### config.mk
export PLATFORM = sky130hd
export DESIGN_NAME = traffic_sched
export DESIGN_NICKNAME = d
export VERILOG_FILES = /design/src/rtl/traffic_sched.sv
export SDC_FILE = /design/constraint.sdc
export NUM_CORES = 1
export LEC_CHECK = 0
export ABC_AREA = 1
export BUFFER_PORTS_ARGS = -buffer_cell sky130_fd_sc_hd__buf_4
export CORE_ASPECT_RATIO = 0.9
export CORE_MARGIN = 3
export CORE_UTILIZATION = 58
export CTS_CLUSTER_SIZE = 14
export DETAILED_ROUTE_END_ITERATION = 8
export PLACE_DENSITY = 0.95
export RECOVER_POWER = 100
export SLEW_MARGIN = 10
export SYNTH_ARGS = -nofsm -noshare
export SYNTH_HDL_FRONTEND = slang
export SYNTH_SLANG_ARGS = --single-unit
### constraint.sdc
create_clock -name clock -period 2.3 [get_ports clock]
set_input_delay 0.115 -clock clock [delete_from_list [all_inputs] [get_ports clock]]
set_output_delay 0.115 -clock clock [all_outputs]
set_load 0.05 [all_outputs]
### src/rtl/traffic_sched.sv
// traffic_sched
//   Time-of-day keeper and country-phase request scheduler for the
//   highway/country traffic light controller.
//
//   Timekeeping: an up-counting prescaler divides clock into minutes. The
//   hours:minutes registers wrap at 23:59. A valid load replaces the time
//   and restarts the minute. night is decoded from the time registers.
//
//   Requests: X (car, day only) and a keyed strobe B/char (a, b or c). Both
//   are registered before arbitration. A key is held in key_pend until it is
//   granted. The two sources alternate on a tie, using last_src.
//
// Ports
//   clock, clear              rising-edge clock, synchronous active-high reset
//   load, set_hours/minutes   time load request and value
//   X                         car present on the country road (level)
//   B, char                   key strobe and its ASCII code
//   done                      light controller finished the granted phase
//   hours, minutes, night     current time and day/night decode
//   grant, grant_src          country phase granted, source (0 car, 1 key)
//   key_reject, load_err      one-cycle pulses for an invalid key or load
//   timeout                   one-cycle pulse when a grant is forced off
//
// FSM states
//   state   | meaning
//   IDLE    | no grant; waiting for a registered request
//   GRANT   | grant high; waiting for done or the MAX_GRANT limit
//   HOLDOFF | grant low for HOLDOFF_CYCLES cycles; requests still latch
module traffic_sched #(
  parameter int TICKS_PER_MIN  = 60,
  parameter int HOLDOFF_CYCLES = 4,
  parameter int MAX_GRANT      = 32
) (
  input  logic       clock,
  input  logic       clear,
  input  logic       load,
  input  logic [4:0] set_hours,
  input  logic [5:0] set_minutes,
  input  logic       X,
  input  logic       B,
  input  logic [7:0] char,
  input  logic       done,
  output logic [4:0] hours,
  output logic [5:0] minutes,
  output logic       night,
  output logic       grant,
  output logic       grant_src,
  output logic       key_reject,
  output logic       load_err,
  output logic       timeout
);

  localparam int PW = $clog2(TICKS_PER_MIN);
  localparam int GW = $clog2(MAX_GRANT + 1);
  localparam int HW = (HOLDOFF_CYCLES > 1) ? $clog2(HOLDOFF_CYCLES) : 1;

  typedef enum logic [1:0] {IDLE, GRANT, HOLDOFF} state_t;

  state_t        state_q, state_d;
  logic [PW-1:0] presc;
  logic [GW-1:0] gcnt_q, gcnt_d;
  logic [HW-1:0] hcnt_q, hcnt_d;
  logic          src_q, src_d;
  logic          last_q, last_d;
  logic          timeout_d;
  logic          take_key;
  logic          win;
  logic          car_q;
  logic          key_pend;
  logic          load_ok;
  logic          key_ok;

  // ---------------------------------------------------------------- time
  assign load_ok = (set_hours <= 5'd23) && (set_minutes <= 6'd59);

  always_ff @(posedge clock) begin
    if (clear) begin
      presc    <= '0;
      hours    <= '0;
      minutes  <= '0;
      load_err <= 1'b0;
    end else begin
      load_err <= load && !load_ok;
      if (load && load_ok) begin
        hours   <= set_hours;
        minutes <= set_minutes;
        presc   <= '0;
      end else if (presc == PW'(TICKS_PER_MIN - 1)) begin
        presc <= '0;
        if (minutes == 6'd59) begin
          minutes <= '0;
          hours   <= (hours == 5'd23) ? 5'd0 : hours + 5'd1;
        end else begin
          minutes <= minutes + 6'd1;
        end
      end else begin
        presc <= presc + PW'(1);
      end
    end
  end

  // Night covers 21:01 through 04:59.
  assign night = (hours < 5'd5) || (hours > 5'd21) ||
                 ((hours == 5'd21) && (minutes != 6'd0));

  // ------------------------------------------------------------ requests
  assign key_ok = B && ((char == 8'h61) || (char == 8'h62) || (char == 8'h63));

  // car_q is a one-cycle sample of the qualified car level, not a sticky
  // flag: dropping X (or nightfall) withdraws the request.
  always_ff @(posedge clock) begin
    if (clear) begin
      car_q      <= 1'b0;
      key_pend   <= 1'b0;
      key_reject <= 1'b0;
    end else begin
      car_q      <= X && !night;
      key_pend   <= (key_pend && !take_key) || key_ok;
      key_reject <= B && !key_ok;
    end
  end

  // ----------------------------------------------------------------- FSM
  always_ff @(posedge clock) begin
    if (clear) begin
      state_q <= IDLE;
      gcnt_q  <= '0;
      hcnt_q  <= '0;
      src_q   <= 1'b0;
      last_q  <= 1'b1;
      timeout <= 1'b0;
    end else begin
      state_q <= state_d;
      gcnt_q  <= gcnt_d;
      hcnt_q  <= hcnt_d;
      src_q   <= src_d;
      last_q  <= last_d;
      timeout <= timeout_d;
    end
  end

  always_comb begin
    state_d   = state_q;
    gcnt_d    = gcnt_q;
    hcnt_d    = hcnt_q;
    src_d     = src_q;
    last_d    = last_q;
    timeout_d = 1'b0;
    take_key  = 1'b0;
    win       = 1'b0;
    case (state_q)
      IDLE: begin
        if (car_q || key_pend) begin
          // On a tie the source that did not win last time goes first.
          win      = (car_q && key_pend) ? !last_q : key_pend;
          state_d  = GRANT;
          src_d    = win;
          last_d   = win;
          gcnt_d   = GW'(1);
          take_key = win;
        end
      end
      GRANT: begin
        if (done || (gcnt_q == GW'(MAX_GRANT))) begin
          // done on the limit cycle is a normal finish, not a timeout.
          timeout_d = !done;
          state_d   = (HOLDOFF_CYCLES == 0) ? IDLE : HOLDOFF;
          hcnt_d    = '0;
        end else begin
          gcnt_d = gcnt_q + GW'(1);
        end
      end
      HOLDOFF: begin
        if (hcnt_q == HW'(HOLDOFF_CYCLES - 1)) begin
          state_d = IDLE;
        end else begin
          hcnt_d = hcnt_q + HW'(1);
        end
      end
      default: state_d = IDLE;
    endcase
  end

  assign grant     = (state_q == GRANT);
  assign grant_src = src_q;

endmodule

; Word-level counts from Yosys, hierarchy flattened
; Index checks and enable logic that the tools add are counted.
; Widths: inputs -> output; s select.
[op_classes]
bitwise_logic = 2
mux = 20
reduce_logical = 35
order_cmp = 4
addsub = 5
n_eq_ne = 16
[op_table]
columns = op, count
row1 = $mux 6, 5
row2 = $eq 8x7->1 const B, 3
row3 = $mux 5, 4
row4 = $add 6x1->6 const B, 3
row5 = $eq 6x6->1 const B, 3
row6 = $pmux 6 s2, 1
row7 = $eq 5x5->1 const B, 2
row8 = $mux 2, 5
row9 = $logic_and 1x1->1, 9
row10 = $reduce_and 3->1, 3
row11 = $ne 2x2->1 const B, 4
row12 = $reduce_bool 2->1, 4
row13 = $logic_or 1x1->1, 7
row14 = $le 6x6->1 const B, 1
row15 = $logic_not 1->1, 6
row16 = $pmux 2 s3, 1
row17 = $reduce_bool 6->1, 1
row18 = $reduce_or 3->1, 2
row19 = $add 5x1->5 const B, 1
row20 = $gt 5x5->1 const B, 1
row21 = $le 5x5->1 const B, 1
row22 = $lt 5x3->1 const B, 1
row23 = $eq 2x2->1 const B, 2
row24 = $pmux 2 s2, 1
row25 = 7 further kinds, 11
[totals]
wordCells = 95
reg_bits = 34

; Longest topological paths before layout
[depth]
ltp_word = 7
depth_mapped = 9
depth_no_buf = 9

; Least setup slack after synthesis
; Ideal clock, no wire load.
[synth_timing]
path_type = register -> register
startpoint = reg hours[1]
endpoint = reg car_q
t_arrival_ns = 1.978
required_time_ns = 2.141
slack_ns = 0.162
setup_time_ns = 0.159
period_less_slack_ns = 2.138
stages_incl_launch_ff = 7
path_buffers = 0
path_cell_list = dfxtp_1 > inv_1 > ha_1 > nand3_1 > o21ai_0 > a21oi_1 > nor2_1
[synth_via]
elab_chain_cells = 5
elab_cells_between_ends = 8
cone_classes = 2 x order compare / 1 x eq/ne / 5 x reduce/logical
[synth_lines]
columns = element, line
row1 = "start, declared", 43  ; output logic [4:0] hours,
row2 = "start signal, assigned", 85  ; hours <= set_hours;
row3 = "start signal, assigned", 92  ; hours <= (hours == 5'd23) ? 5'd0 : hours + 5'd1;
row4 = $lt 5x3->1 (tied with other cells), 103  ; assign night = (hours < 5'd5) || (hours > 5'd21) ||
row5 = $logic_or 1x1->1 or $logic_and 1x1->1 (tied branches), "103, 104"
row6 = $logic_or 1x1->1 *, 103
row7 = net night, 45  ; output logic night,
row8 = $logic_not 1->1 *, 117  ; car_q <= X && !night;
row9 = $logic_and 1x1->1 *, 117
row10 = "end signal, assigned", 117
row11 = "end, declared", 68  ; logic car_q;
; Mark *: on every way through the listed nets, which the timed path passes. The rest lies on a longest branch.
; A chain may end at the register's enable or synchronous reset.

; Worst setup path in the final report
[layout_timing]
startpoint = in char[2]
endpoint = reg key_reject
[layout_via]
elab_chain_cells = 6
elab_cells_between_ends = 8
cone_classes = 3 x eq/ne / 5 x reduce/logical
[layout_lines]
columns = element, line
row1 = "start, declared", 41  ; input logic [7:0] char,
row2 = $eq 8x7->1, 107  ; assign key_ok = B && ((char == 8'h61) || (char == 8'h62) || (char == 8'h63));
row3 = $logic_or 1x1->1, 107
row4 = $logic_or 1x1->1 *, 107
row5 = $logic_and 1x1->1 *, 107
row6 = $logic_not 1->1 *, 119  ; key_reject <= B && !key_ok;
row7 = $logic_and 1x1->1 *, 119
row8 = "end signal, assigned", 119
row9 = "end, declared", 48  ; output logic key_reject,
; Every way passes the cells marked *; elsewhere a longest branch is shown, timed or not.

==> metrics.md <==
| Metric | Value |
|---|---|
| Outcome | finished clean |
| Post_cts resized | 0 |
| Final setup fails | 0 |
| Post-synth top cells | 75 x nand2_1, 45 x nor2_1, 35 x inv_1 |
| Worst vdd ir | roughly 0.00045 V |
| Die Y | 60.18 um |
| DP Wirelength | around 3300 um |
| Crit-path max cell delay | 600 ps |
| EDFF count, synth | 0 |
| Crit-path max FO | 2 |
| Max-cap violations | 0 |
| Critical Path RT | around 2600 ps |
| DRC Markers | 0 |
| Per-cell routed wire length | 11.97 um |
| Placer Congestion | 0.8490 |
| Vias | 1,994 |
| Vias in the first global route | between 1.5k and 2k |
| Power Internal | 0.0008478 W |
| Nets | roughly 370 |
| CTS tree | yes |
| Skew final | around 17 ps |
| Fin. Hold Viols | 0 |
| Synthesized cell area | about 0.0019 sq mm |
| Period utilization | roughly 91% |
| Synth unique cells | 25 |
| Yosys reg bits | 34 |
| Slew @ Worst Pin | around 900 ps |
| # clock sinks | 34 |
| Design Area, Final | 0.002273 sq mm |
| Power Dens Cells | between 500 and 600 mW/mm^2 |
| Clock root buffer | clkbuf_4 |
| Ant. Diodes | 0 |
| Count leader, synth | nand2_1 |
| Full die area | around 0.004 sq mm |
| Clock power frac | between 20 and 30% |
| Pleak | ~1.1 nW |
| Comb power frac | a little over a fifth |
| Detail-routed via count per cell | 5.261 |
| Max-Slew Margin vs Limit | around 40% |
| Initial DRC count | 176 |
| Critical Path AT | 2340 ps |
| Max-slew violations | 0 |
| Largest cells by area after synthesis | dfxtp_1 36%, nand2_1 15%, nor2_1 8.9% |
| Ys async rst share | 0% |
| P&R area growth vs syn | 20.17% |
| FILL cells | ~260 |
| Most common cell on crit path | dlygate4sd3_1 |
| RSZ-0062 raised after global routing | no |
| Reg clk slew, reported paths | between 100 and 150 ps |
| Die W | 66.20 um |
| Sw power | 0.0004242 W |
| Core ar. | 0.003090 sq mm |
| Initial Utilization | about three fifths |
| DR pass1 iterations | 5 |
| Worst setup SP type | primary input |
| Post-synth top area cell | dfxtp_1 |
| Flop pwr share | 50.7% |
| Slowest CP cell | dlygate4sd3_1 |
| Remaining Overflow, GRT | 0 |
| Buf/Inv on CP | 4 |
| Min-delay worst type | in -> reg |
| Layout cells sized above 1 | approximately 12% |
| Endpoint class of the critical path | flip-flop |
| First-pass GRT wire length | 7610 um |
| Setup TNS | 0 ps |
| # rows | 19 |
| DRT antenna net count | 0 |
| # IOs | 42 |
| Post-Syn Nets | about 320 |
| Port Buffers | 41 |
| Syn avg cell area | 6.615 sq um |
| Crit path cell chain | dlygate4sd3_1 -> clkbuf_4 -> nor4_1 -> dlygate4sd3_1 -> nor2_1 -> dlygate4sd3_1 |
| Synth Warn # | 0 |
| CP top delay family | buffers and inverters |
| GRT Util Overall | 25.00% |
| Switching Fraction | 33.35% |
| Placed cell area | around 0.0022 sq mm |
| Max Buffers Root-to-Sink | 2 |
| CP Class | in -> reg |
| Top-area cell type share of the netlist area | 35.98% |
| CTS H-tree depth | 2 |
| Top FF cell, synth | dfxtp_1 |
| DRT Wirelength | 4537 um |
| Pin count of the biggest net entering global routing | 18 |
| Post-synthesis sequential area ratio | between 30 and 40% |
| Synthesized instance count | 286 |
| TritonCTS Buffers | 5 |
| Worst skew pair latency | 350 ps |
| Initial antenna violation count | 0 |
| Final core occ | 73.56% |
| Peak Freq | 478.5 MHz |
| Post-route minimum period | between 2000 and 2500 ps |
## sequential cells by signal, indices dropped and copies added (netlist names)
| name | cells |
|---|---|
| timeout | 1 |
| load_err | 1 |
| gcnt_q | 6 |
| state_q | 2 |
| grant_src | 1 |
| presc | 6 |
| car_q | 1 |
| last_q | 1 |
| key_pend | 1 |
| hcnt_q | 2 |
| minutes | 6 |
| hours | 5 |
| key_reject | 1 |
## kinds of logic after synthesis
family | synth area share, %
AO/OA/AOI/OAI | 8.731
XOR/XNOR | 4.167
flip-flops | 35.98
buffers and inverters | 8.334
AND/OR/NAND/NOR | 37.50
adder cells (fa/ha/maj) | 5.291
## metrics by stage
stage                     power [W]  hold WS, ps  setup slack [ps]  instances
after floorplan           0.0008406        184.1             162.3        286
after CTS                  0.001295        29.73             297.1        379
after global routing       0.001344        7.800             144.6        379
after global placement    0.0009285        343.6             886.0        366
after detailed placement  0.0009369        348.5             773.1        366
final                      0.001272        35.23             210.3        379
## repair_timing
action / 4_1_cts / 5_1_grt
endpoints found under the hold margin: 3 / 0
endpoints found under the setup margin: 0 / 0
setup buffers: 0 / 0
hold buffers: 5 / 0
## layer usage
| metal | part of all wire [%] | up-vias | track usage [%] |
|---|---|---|---|
| li1 | - | 1006 | - |
| met1 | 41 | 911 | 28.21 |
| met2 | 51 | 68 | 43.28 |
| met3 | 6.1 | 9 | 6.203 |
| met4 | 2.2 | 0 | 13.62 |
| met5 | 0 | - | 0 |
## cell type report
type / instances / area [sq um] / area share, %
multi-input combinational: 211 / 1040 / 45.73
tap: 42 / 52.55 / 2.312
timing repair buffer: 46 / 294.0 / 12.93
clock inverter: 2 / 12.51 / 0.5504
sequential: 34 / 680.7 / 29.94
clock buffer: 6 / 51.30 / 2.256
inverter: 38 / 142.6 / 6.274
## worst reg2reg max path, cell delays in order (launching register included)
cell and delay (ps):
dfxtp_1 330, o21ai_0 710, nand2_2 180, inv_1 140, nand2_1 60, a21oi_1 110
## final timing paths
path / depth (start not counted) / slack [ps] / start / end
worst min-delay path: 3 / 40 / load / load_err$_SDFF_PP0_
worst max register to register: 5 / 700 / car_q$_SDFF_PP0_ / gcnt_q[1]$_SDFFE_PP0P_
worst max-delay path: 6 / 210 / char[2] / key_reject$_SDFF_PP0_
worst min register to register: 1 / 460 / presc[0]$_SDFF_PP0_ / presc[0]$_SDFF_PP0_
## cells in the final DEF, fill, tap and decap left out, drive strengths merged, types with 12 or more instances in the layout
cell / n
inv: 38
nor2: 48
nand2: 78
nand3: 29
clkbuf: 24
buf: 23
a21oi: 15
dfxtp: 34
o21ai: 12
## power groups by stage
| stage | sequential [W] | clock [W] | combinational, W |
|---|---|---|---|
| after floorplan | 0.000707 | 0 | 0.000134 |
| after global placement | 0.000656 | 0 | 0.000272 |
| after detailed placement | 0.000658 | 0 | 0.000279 |
| after CTS | 0.000645 | 0.000364 | 0.000285 |
| after global routing | 0.000650 | 0.000399 | 0.000294 |
| final | 0.000646 | 0.000359 | 0.000267 |
Power figures use the tool's default switching activity.
